$ cat config.mk
export PLATFORM = sky130hd
export DESIGN_NAME = fetch_stage_flat
export DESIGN_NICKNAME = d
export VERILOG_FILES = /design/src/rtl/fetch_pkg.sv /design/src/rtl/fetch_if.sv /design/src/rtl/fetch_skid_buf.sv /design/src/rtl/fetch_stage.sv /design/src/flat_wrapper.sv
export SDC_FILE = /design/constraint.sdc
export NUM_CORES = 1
export LEC_CHECK = 0
export CAP_MARGIN = 20
export CORE_AREA = 5 5 195 122
export CTS_CLUSTER_SIZE = 14
export DETAILED_ROUTE_END_ITERATION = 8
export DIE_AREA = 0 0 200 127
export PLACE_DENSITY_LB_ADDON = 0.05
export SLEW_MARGIN = 0
export SYNTH_ARGS = -nofsm -noshare
export SYNTH_HDL_FRONTEND = slang
export SYNTH_SLANG_ARGS = --single-unit
$ cat constraint.sdc
create_clock -name clk -period 4.3 [get_ports clk]
set_input_delay 0.86 -clock clk [delete_from_list [all_inputs] [get_ports clk]]
set_output_delay 0.86 -clock clk [all_outputs]
set_load 0.03 [all_outputs]
$ cat src/rtl/fetch_pkg.sv
// Shared defaults and helpers for the instruction-fetch stage.
//   DEF_* : default parameter values for fetch_stage
//   addr_lsb() : log2 of the fetch granule, i.e. the number of forced-zero PC bits
package fetch_pkg;

    localparam int unsigned DEF_ADDR_W     = 32;
    localparam int unsigned DEF_INST_W     = 32;
    localparam int unsigned DEF_INST_BYTES = 4;
    localparam logic [31:0] DEF_RESET_PC   = 32'h0000_0000;
    localparam logic [31:0] DEF_NOP_INST   = 32'h0000_0013;

    // log2 of a power-of-two byte count; 0 for non-powers-of-two
    function automatic int unsigned addr_lsb(input int unsigned bytes);
        int unsigned r;
        r = 0;
        for (int unsigned i = 0; i < 32; i++) begin
            if ((64'(1) << i) == 64'(bytes)) begin
                r = i;
            end
        end
        return r;
    endfunction

endpackage

$ cat src/rtl/fetch_if.sv
// Fetch-stage bus bundle: redirect/stall controls, instruction memory port,
// and the IF/ID pipeline register outputs.
//   master : the fetch stage (drives imem_* requests and if_id_*)
//   slave  : the surrounding core / memory
interface fetch_if #(
    parameter int unsigned ADDR_W = 32,
    parameter int unsigned INST_W = 32
);
    logic              pc_src;
    logic [ADDR_W-1:0] branch_target;
    logic              hazard;
    logic              imem_en;
    logic [ADDR_W-1:0] imem_addr;
    logic [INST_W-1:0] imem_rdata;
    logic              if_id_valid;
    logic [ADDR_W-1:0] if_id_pc;
    logic [ADDR_W-1:0] if_id_pc_next;
    logic [INST_W-1:0] if_id_inst;

    modport master (
        input  pc_src, branch_target, hazard, imem_rdata,
        output imem_en, imem_addr, if_id_valid, if_id_pc, if_id_pc_next, if_id_inst
    );

    modport slave (
        output pc_src, branch_target, hazard, imem_rdata,
        input  imem_en, imem_addr, if_id_valid, if_id_pc, if_id_pc_next, if_id_inst
    );
endinterface

$ cat src/rtl/fetch_skid_buf.sv
// One-entry holding register for the word returned by memory while the stage
// is stalled (memory data is only valid for one cycle after the read).
//   clk, rst   : clock, synchronous active-high reset
//   capture    : load rdata into the buffer
//   clear      : drop the buffered word
//   rdata      : live memory read data
//   skid_valid : buffer holds a word
//   inst_c     : buffered word if present, else live read data (combinational)
module fetch_skid_buf #(
    parameter int unsigned INST_W = 32
) (
    input  logic              clk,
    input  logic              rst,
    input  logic              capture,
    input  logic              clear,
    input  logic [INST_W-1:0] rdata,
    output logic              skid_valid,
    output logic [INST_W-1:0] inst_c
);

    logic [INST_W-1:0] skid_inst;

    // Valid flag: reset/clear dominate capture
    always_ff @(posedge clk) begin
        if (rst || clear) begin
            skid_valid <= 1'b0;
        end else if (capture) begin
            skid_valid <= 1'b1;
        end
    end

    // Data only changes on capture; contents are don't-care while invalid
    always_ff @(posedge clk) begin
        if (rst) begin
            skid_inst <= '0;
        end else if (capture) begin
            skid_inst <= rdata;
        end
    end

    assign inst_c = skid_valid ? skid_inst : rdata;

endmodule

$ cat src/rtl/fetch_stage.sv
// Instruction-fetch stage: PC generation, 1-cycle-latency instruction memory
// request, IF/ID register with valid bit, stall skid buffer, branch redirect.
//   clk, rst : clock, synchronous active-high reset
//   bus      : fetch_if.master (pc_src/branch_target/hazard in, imem_* request
//              and read data, if_id_* pipeline register out)
// imem_en / imem_addr are combinational so a redirect issues in the same cycle.
module fetch_stage
    import fetch_pkg::*;
#(
    parameter int unsigned       ADDR_W     = DEF_ADDR_W,
    parameter int unsigned       INST_W     = DEF_INST_W,
    parameter logic [ADDR_W-1:0] RESET_PC   = ADDR_W'(DEF_RESET_PC),
    parameter int unsigned       INST_BYTES = DEF_INST_BYTES,
    parameter logic [INST_W-1:0] NOP_INST   = INST_W'(DEF_NOP_INST)
) (
    input logic    clk,
    input logic    rst,
    fetch_if.master bus
);

    localparam int unsigned       ADDR_LSB   = addr_lsb(INST_BYTES);
    localparam logic [ADDR_W-1:0] LSB_MASK   = ADDR_W'((64'(1) << ADDR_LSB) - 64'(1));
    localparam logic [ADDR_W-1:0] ALIGN_MASK = ~LSB_MASK;
    localparam logic [ADDR_W-1:0] PC_INC     = ADDR_W'(INST_BYTES);
    localparam logic [ADDR_W-1:0] PC_RST     = RESET_PC & ALIGN_MASK;

    logic [ADDR_W-1:0] pc,            pc_d;
    logic              req_valid,     req_valid_d;
    logic [ADDR_W-1:0] req_pc,        req_pc_d;
    logic              if_id_valid,   if_id_valid_d;
    logic [ADDR_W-1:0] if_id_pc,      if_id_pc_d;
    logic [ADDR_W-1:0] if_id_pc_next, if_id_pc_next_d;
    logic [INST_W-1:0] if_id_inst,    if_id_inst_d;

    logic [ADDR_W-1:0] fetch_addr;
    logic              stall;
    logic              skid_valid;
    logic              skid_capture;
    logic [INST_W-1:0] sel_inst;

    // Request issue; redirect overrides the sequential PC in the same cycle
    assign fetch_addr    = bus.pc_src ? (bus.branch_target & ALIGN_MASK) : pc;
    assign stall         = bus.hazard && !bus.pc_src;
    assign bus.imem_addr = fetch_addr;
    assign bus.imem_en   = !rst && (bus.pc_src || !bus.hazard);

    // Grab the in-flight word on the first stalled cycle; any non-stall cycle
    // either consumes it (normal) or discards it (redirect)
    assign skid_capture = stall && req_valid && !skid_valid;

    fetch_skid_buf #(
        .INST_W (INST_W)
    ) u_skid (
        .clk        (clk),
        .rst        (rst),
        .capture    (skid_capture),
        .clear      (!stall),
        .rdata      (bus.imem_rdata),
        .skid_valid (skid_valid),
        .inst_c     (sel_inst)
    );

    // Next-state: redirect > stall (hold) > normal advance
    always_comb begin
        pc_d            = pc;
        req_valid_d     = req_valid;
        req_pc_d        = req_pc;
        if_id_valid_d   = if_id_valid;
        if_id_pc_d      = if_id_pc;
        if_id_pc_next_d = if_id_pc_next;
        if_id_inst_d    = if_id_inst;

        if (bus.pc_src) begin
            pc_d          = fetch_addr + PC_INC;
            req_valid_d   = 1'b1;
            req_pc_d      = fetch_addr;
            if_id_valid_d = 1'b0;
            if_id_inst_d  = NOP_INST;
        end else if (!bus.hazard) begin
            pc_d            = fetch_addr + PC_INC;
            req_valid_d     = 1'b1;
            req_pc_d        = fetch_addr;
            if_id_valid_d   = req_valid;
            if_id_pc_d      = req_pc;
            if_id_pc_next_d = req_pc + PC_INC;
            if_id_inst_d    = req_valid ? sel_inst : NOP_INST;
        end
    end

    // State register
    always_ff @(posedge clk) begin
        if (rst) begin
            pc            <= PC_RST;
            req_valid     <= 1'b0;
            req_pc        <= '0;
            if_id_valid   <= 1'b0;
            if_id_pc      <= '0;
            if_id_pc_next <= '0;
            if_id_inst    <= NOP_INST;
        end else begin
            pc            <= pc_d;
            req_valid     <= req_valid_d;
            req_pc        <= req_pc_d;
            if_id_valid   <= if_id_valid_d;
            if_id_pc      <= if_id_pc_d;
            if_id_pc_next <= if_id_pc_next_d;
            if_id_inst    <= if_id_inst_d;
        end
    end

    assign bus.if_id_valid   = if_id_valid;
    assign bus.if_id_pc      = if_id_pc;
    assign bus.if_id_pc_next = if_id_pc_next;
    assign bus.if_id_inst    = if_id_inst;

endmodule

$ cat src/flat_wrapper.sv
// flat-port wrapper written by rule: the top's interface ports become plain ports
module fetch_stage_flat import fetch_pkg::*;
#(
    parameter int unsigned       ADDR_W     = DEF_ADDR_W,
    parameter int unsigned       INST_W     = DEF_INST_W,
    parameter logic [ADDR_W-1:0] RESET_PC   = ADDR_W'(DEF_RESET_PC),
    parameter int unsigned       INST_BYTES = DEF_INST_BYTES,
    parameter logic [INST_W-1:0] NOP_INST   = INST_W'(DEF_NOP_INST)
)
  (clk, rst, bus_pc_src, bus_branch_target, bus_hazard, bus_imem_rdata, bus_imem_en, bus_imem_addr, bus_if_id_valid, bus_if_id_pc, bus_if_id_pc_next, bus_if_id_inst);
  fetch_if #(.ADDR_W(ADDR_W), .INST_W(INST_W)) bus_i ();
  input logic clk;
  input logic rst;
  input wire logic [$bits(bus_i.pc_src)-1:0] bus_pc_src;
  input wire logic [$bits(bus_i.branch_target)-1:0] bus_branch_target;
  input wire logic [$bits(bus_i.hazard)-1:0] bus_hazard;
  input wire logic [$bits(bus_i.imem_rdata)-1:0] bus_imem_rdata;
  output wire logic [$bits(bus_i.imem_en)-1:0] bus_imem_en;
  output wire logic [$bits(bus_i.imem_addr)-1:0] bus_imem_addr;
  output wire logic [$bits(bus_i.if_id_valid)-1:0] bus_if_id_valid;
  output wire logic [$bits(bus_i.if_id_pc)-1:0] bus_if_id_pc;
  output wire logic [$bits(bus_i.if_id_pc_next)-1:0] bus_if_id_pc_next;
  output wire logic [$bits(bus_i.if_id_inst)-1:0] bus_if_id_inst;
  assign bus_i.pc_src = bus_pc_src;
  assign bus_i.branch_target = bus_branch_target;
  assign bus_i.hazard = bus_hazard;
  assign bus_i.imem_rdata = bus_imem_rdata;
  assign bus_imem_en = bus_i.imem_en;
  assign bus_imem_addr = bus_i.imem_addr;
  assign bus_if_id_valid = bus_i.if_id_valid;
  assign bus_if_id_pc = bus_i.if_id_pc;
  assign bus_if_id_pc_next = bus_i.if_id_pc_next;
  assign bus_if_id_inst = bus_i.if_id_inst;
  fetch_stage #(.ADDR_W(ADDR_W), .INST_W(INST_W), .RESET_PC(RESET_PC), .INST_BYTES(INST_BYTES), .NOP_INST(NOP_INST)) u_core (.clk(clk), .rst(rst), .bus(bus_i));
endmodule
==> results of run 1 <==
-- registers in the layout, indices dropped and copies added, names as in the netlist --
name	count
u_core.bus.if_id_pc_next	32
u_core.bus.if_id_valid	1
u_core.bus.if_id_pc	30
u_core.u_skid.skid_inst	32
u_core.req_pc	32
u_core.u_skid.skid_valid	1
u_core.bus.if_id_inst	32
u_core.req_valid	1
u_core.pc	30
-- metal layers --
metal,vias to the layer above,track usage [%]
li1,3911,-
met1,3560,28.4
met2,161,28.4
met3,18,6.08
met4,6,3.83
met5,-,0
-- stage by stage --
step                utilization [%]  hold WS, ps  cell area (µm²)  worst slack (ps)
finish                         52.5          443            11400               565
detailed placement             49.3          434            10700               624
global route                   52.5          467            11400               496
CTS                            52.5          446            11400               611
global placement               49.3          433            10700               622
floorplan                         -          418             8530               773
-- tightest hold or removal path: stages (launching register included) --
cell and delay, ps:
dfxtp_1 310, nand2_1 50, nand2_1 40
-- cells by family after synthesis --
kind of cell    count (synthesis)
simple gates                  429
compound gates                213
flops                         191
buf+inv                       111
mux                            59
xor+xnor                       34
fa+ha+maj                       2
-- cell type report --
cell class	count	area (µm²)	share of cell area, %
repair buffers	215	2130	18.7
clock inverters	11	199	1.75
flip-flops and latches	191	3820	33.6
multi-input cells	737	4270	37.5
clock buffers	21	480	4.22
inverters	31	116	1.02
well taps	286	358	3.15
-- cell usage in the layout, fill, tap and decap left out, types with 17 or more instances in the layout --
cell type,instances
nand3_1,39
inv_1,31
a21oi_1,79
o21ai_0,44
clkbuf_16,17
nor2_1,77
dfxtp_1,190
xnor2_1,20
a211oi_1,51
buf_4,19
clkdlybuf4s50_1,192
mux2i_1,49
nand2_1,214
-- where the power goes --
group	internal, mW	switching, mW
sequential	1.85	0.0769
combinational	0.266	0.364
clock	1.10	0.718
-- worst paths after layout --
path                                                endpoint  slack [ps]  cells after the start
worst max-delay path                       bus_imem_addr[21]         560                      4
worst min-delay path                  u_core.bus.if_id_valid         440                      2
worst min register to register        u_core.bus.if_id_valid         440                      2
worst max register to register  u_core.bus.if_id_pc_next[31]        1810                      5
==> impl_summary.md, run 1 <==
Timing
The ratio of final minimum period to clock period is approximately 87%. On the final layout, the worst clock skew is about 9 ps. The post-route minimum period is ~3700 ps.

Derived from the worst setup path, the maximum achievable clock frequency is around 270 MHz. The number of pins with negative max-slew slack in the final report came to 0. In this run the tightest slew margin relative to its limit is approximately 28%. Setup repair after global routing left no endpoint under its margin. The total negative slack is 0 ps. Setup violations remaining at the end of the flow were counted as 0. The worst-margin pin slew is between 1000 and 1500 ps.

The count of final hold-check violations is 0.

Setup path
Data on the critical path arrives at its endpoint at 2880 ps. Data on the critical path is required at its endpoint by around 3400 ps. In this run the critical register-to-register path is launched from u_core.req_pc[10]. On the critical path the largest part of the delay comes from buffers and inverters. The worst-path maximum fanout is 28. The number of buffers and inverters on the critical path is 3. The nature of the critical path endpoint is an output port.

The cell type of the slowest stage on the worst timing path is clkdlybuf4s50_1. The maximum cell stage delay along the critical path is roughly 800 ps. STA classifies the critical path startpoint as an input pin. The worst setup path is of the in2out kind.

The critical path goes through buf_2, buf_4, o21ai_0, clkdlybuf4s50_1. Tracing the worst setup path back leads to its startpoint at bus_pc_src.

Cells and area
The share of cells above drive strength 1 is between 6 and 7%. The final layout contains 1263 nets. The non-filler instance count after layout is 1492. The final antenna diode count is 0. The area growth from synthesis to layout is 33.4%.

The filler cells instantiated in the layout total 2107.

Synthesis
The synthesized netlist net count is roughly 1100. The area of the mapped netlist is between 0.008 and 0.009 mm². The area fraction in compound gates after synthesis is 15.7%. The commonest cells after synthesis are nand2_1 (214), dfxtp_1 (191), a21oi_1 (79), nor2_1 (79), clkbuf_1 (61). After synthesis, the share of cell area in mux cells is between 7 and 8%. The most used flip-flop cell after synthesis is dfxtp_1.

The dominant combinational cell family by area after synthesis is simple AND/OR/NAND/NOR gates. The post-synthesis async set-or-reset flop share is 0%. Sequential elements use 44.8% of the synthesized area. The most common cell in the synthesized netlist is nand2_1.

For this run, the number of Yosys warnings is 0. The biggest area contributor in the post-synthesis netlist is dfxtp_1. By area the synthesized netlist is led by dfxtp_1 (45%), nand2_1 (9.4%), mux2i_1 (5.8%).

The adder and majority cell fraction of the synthesized area is less than 1%. The number of standard cells after synthesis is ~1000. The synthesized netlist devotes 23.2% of its cell area to simple gates. After synthesis the netlist holds a flip-flop and latch count of between 150 and 200. Summing the areas of all xor and xnor instances in the mapped netlist gives between 3 and 4% of the synthesized area.

The count of distinct cell types in the synthesized netlist is 55. The top cell type by area accounts for between 40% and 50% of the synthesized area. The count of flip-flops with a built-in enable after synthesis is 0. The post-synthesis area per instance is just over 8 µm².

Global route
Entering global routing, the biggest net connects 90 pins. The aggregate global routing overflow is 0. The number of global-route vias before repair is roughly 7000. The overall track demand over capacity in global routing is 19.4%.

The first global-routing pass estimated slightly below 40 mm of wire. The number of antenna violations at the first check in global routing came to 3.

Placed design
The routability congestion estimate from global placement is 0.828. The wire-length estimate of the detail-placed layout is ~18 mm. The count of placed standard cells including taps is approximately 1500. The number of buffers inserted by port buffering is between 150 and 200.

Power and ir drop
The standby leakage power is 4.07 nW. The power density relative to cell area is ~380 mW/mm². Overall power consumption after layout is estimated at 4.38 mW. Across the VDD grid, the largest voltage drop is around 0.27 mV.

Die
The die width is about 200 µm. The die covers between 0.02 and 0.03 mm². The floorplan step defined a core boundary enclosing 0.0217 mm². between 150 and 200 I/O pins were placed.

The initial utilization of the core area, before any placement, comes to around 40%. The cell row count is 42. The die is 127 µm tall.

Routing
The total number of vias is about 7700. Dividing the detail-routed via count by the number of cells gives around 5. The total met3 wirelength after detailed routing is 1.66 mm. After detailed routing, the average wire length per cell comes to 16.9 µm. Before antenna repair, the detailed router went through 4 iterations. The post-route antenna net violation count is 0.

In this run, the number of DRC markers left after iteration 0 of detailed routing was around 430. The detailed router used layers up to and including met5. The routed design uses 10.7 mm of met2 wire.

After detailed routing, the wire length on met1 is between 10 and 15 mm. The routed design has roughly 25 mm of wire. The final routed DRC violation total is 0.

Clock network
Post-CTS timing repair inserted 0 buffers for setup. The number of CTS-inserted buffers is 17. The clock input transition at the sequential cells of the worst setup and hold paths is around 70 ps.

The number of gates resized after CTS is 0. TritonCTS built the clock tree. The number of buffers added to fix hold violations after cts is 0. The later pin in the worst-skew pair is clocked with a latency of between 400 and 500 ps. CTS saw about 190 sinks. The H-tree was split into 4 levels. The cell chosen for the clock root is clkbuf_16. No sink is reached through more buffers than the 2 on the longest clock path.

Worst hold path
In this run the most critical hold path is launched from u_core.bus.if_id_valid. The worst hold path belongs to the class reg2reg.

Status
The flow ran to the end, and the final reports show no timing, DRC or antenna violations.

Flow run
The number of max-capacitance violations reported is 0.
Power figures use the tool's default switching activity.
==> run 2, diff against run 1 <==
--- a/config.mk
+++ b/config.mk
@@ -6,10 +6,10 @@
 export NUM_CORES = 1
 export LEC_CHECK = 0
 export CAP_MARGIN = 20
-export CORE_AREA = 5 5 195 122
+export CORE_AREA = 5 5 152 154
 export CTS_CLUSTER_SIZE = 14
 export DETAILED_ROUTE_END_ITERATION = 8
-export DIE_AREA = 0 0 200 127
+export DIE_AREA = 0 0 157 159
 export PLACE_DENSITY_LB_ADDON = 0.05
 export SLEW_MARGIN = 0
 export SYNTH_ARGS = -nofsm -noshare
==> impl_summary.md, run 2 (synthesis gave the netlist of run 1 again) <==
Status
Run status: completed (unchanged).

Setup path
The required time of the critical path is 3440 ps (about the same). The setup slack of the most critical reg-to-reg path is 1920 ps (was 1810 ps). The startpoint of the most critical setup path was bus_pc_src (unchanged). The critical path buffer and inverter count is 4 (was 3). The worst-path maximum fanout was 35 (was 28). The nature of the critical path endpoint was an output port (unchanged). The data arrival time of the worst path is 2850 ps (was 2880 ps). The start of the worst register-to-register path was u_core.req_pc[10] (unchanged).

The family of cells with the greatest summed delay on the critical path is buffers and inverters (unchanged). The critical path start-end classification is in2out (unchanged). The maximum cell stage delay along the critical path is 630 ps (was 810 ps).

CP cell instances: buf_2, buf_12, mux2i_1, inv_1, clkdlybuf4s50_1 (was buf_2, buf_4, o21ai_0, clkdlybuf4s50_1). The cell type of the slowest stage on the worst timing path is clkdlybuf4s50_1 (unchanged). The launching element type of the critical path is an input pin (unchanged).

Cells and area
The non-filler instance count after layout is 1484 (was 1492). The filler cell count is 2130 (was 2107). The multi-input logic area is 0.00427 mm² (unchanged). The register area is 0.00382 mm² (unchanged). The share of cells above drive strength 1 was 6.32% (was 6.55%).

The number of nets in the finished design came to 1262 (was 1263). The most common library cell in the layout ignoring fill and taps is nand2_1 (unchanged). The area growth from synthesis to layout is 32.3% (was 33.4%). Most used cells in the layout excluding fill and tap cells: nand2_1 (214), clkdlybuf4s50_1 (192), dfxtp_1 (190), a21oi_1 (79), nor2_1 (77) (unchanged).

Die
The die width was 157 µm (was 200 µm). The count of pins on the block boundary was 198 (unchanged). The cell row count was 54 (was 42). The area of the placeable core is 0.0216 mm² (was 0.0217 mm²). The die area is 0.0250 mm² (was 0.0254 mm²).

The initial core utilization is 39.6% (was 39.4%). The chip height was 159 µm (was 127 µm).

Clock network
The clock input transition at the sequential cells of the worst setup and hold paths is 70 ps (about the same). The clock latency on the worst-skew pair is 420 ps (was 430 ps). The number of buffers on the longest clock path came to 2 (unchanged).

The number of buffers added to fix hold violations after cts is 0 (unchanged). The number of gates resized after CTS came to 0 (unchanged). The post-CTS setup buffer count came to 0 (unchanged). The CTS tree is built (unchanged). The H-tree depth is 4 (unchanged). The cell chosen for the clock root was clkbuf_16 (unchanged). The count of clock tree sinks is 191 (unchanged). The number of CTS-inserted buffers is 17 (unchanged).

Timing
The final number of setup-violating endpoints is 0 (unchanged). The worst-margin pin slew is 1100 ps (was 1070 ps). The post-route minimum period is 3710 ps (was 3740 ps). The count of final hold-check violations is 0 (unchanged).

Setup repair after global routing missed its margin: false (unchanged). The normalized max-slew margin came to 26.8% (was 28.0%). The total negative slack came to 0 ps (unchanged). The number of pins with negative max-slew slack in the final report is 0 (unchanged). The largest clock skew in the final design came to 13.7 ps (was 9.03 ps). The upper clock frequency limit is 269 MHz (was 268 MHz). The ratio of final minimum period to clock period is 86.3% (was 86.9%).

Routing
The count of TritonRoute iterations in the first routing pass was 5 (was 4). The final routed wire length divided by cell count came to 16.0 µm (was 16.9 µm). The wire length after detailed routing came to 23.8 mm (was 25.2 mm). The post-route antenna net violation count is 0 (unchanged). The total number of vias is 7580 (was 7656).

The final routed DRC violation total is 0 (unchanged). The via density per instance was 5.11 (was 5.13). The initial detailed-routing violation count is 310 (was 434).

Power and ir drop
The power density relative to cell area is 364 mW/mm² (was 385 mW/mm²). The standby leakage power is 4.01 nW (was 4.07 nW). The largest vdd supply drop is 0.277 mV (was 0.271 mV).

Global route
The number of global-route vias before repair came to 7135 (was 7115). The number of antenna violations at the first check in global routing came to 1 (was 3). The aggregate global routing overflow is 0 (unchanged).

The wire length of the first global-routing pass is 38.4 mm (was 39.5 mm). The pin count of the biggest net entering global routing is 112 (was 90). The overall track demand over capacity in global routing was 18.8% (was 19.4%).

Worst hold path
The class of the tightest hold or removal check is reg2reg (unchanged). The hold path startpoint is u_core.bus.if_id_valid (unchanged).

Placed design
The number of buffers inserted by port buffering is 195 (unchanged). The count of placed standard cells including taps is 1452 (was 1459). The routability congestion estimate from global placement came to 0.792 (was 0.828). The final HPWL from detailed placement is 16.4 mm (was 17.5 mm).

Flow run
The number of max-capacitance violations reported is 0 (unchanged).
[run 2: area by class of cell]
| cell class | instances | share of cell area, % |
|---|---|---|
| clock inverter | 13 | 1.32 |
| multi-input combinational | 737 | 37.8 |
| inverter | 31 | 1.03 |
| clock buffer | 17 | 3.77 |
| tap | 280 | 3.11 |
| antenna | 1 | 0.0222 |
| sequential | 191 | 33.9 |
| timing repair buffer | 214 | 19.0 |
[run 2: stage by stage]
step	power [mW]	cell area [µm²]	util, %	hold slack (ps)	setup slack [ps]
global route	4.31	11300	52.3	468	464
CTS	4.17	11200	52.2	456	583
detailed placement	2.60	10700	49.5	441	592
finish	4.11	11300	52.3	452	588
global placement	2.60	10700	49.4	431	594
floorplan	2.32	8530	-	418	773
[run 2: power breakdown]
part / internal (mW) / switching, mW
Clock: 0.818 / 0.733
Combinational: 0.268 / 0.359
Sequential: 1.85 / 0.0793
[run 2: final timing paths]
check / to / depth (start not counted)
max reg2reg: u_core.bus.if_id_pc_next[31] / 5
min reg2reg: u_core.bus.if_id_valid / 2
max: bus_imem_addr[7] / 5
min: u_core.bus.if_id_valid / 2
[run 2: per-layer routing]
layer  part of all wire [%]  GRT usage (%)  vias to the layer above  wire length, µm
met4                   0.82           4.62                        2              196
met2                     45           29.3                      164            10800
met1                     47           25.8                     3462            11100
met3                    7.1           5.41                       12             1680
li1                       -              -                     3940                -
met5                  0.055              0                        -               13
[run 2: worst register-to-register path, stage by stage (launching register included)]
cell and delay, ps:
dfxtp_1 470, nand4_1 180, nor4_2 900, nand3_1 180, or3_1 340, a311oi_1 230
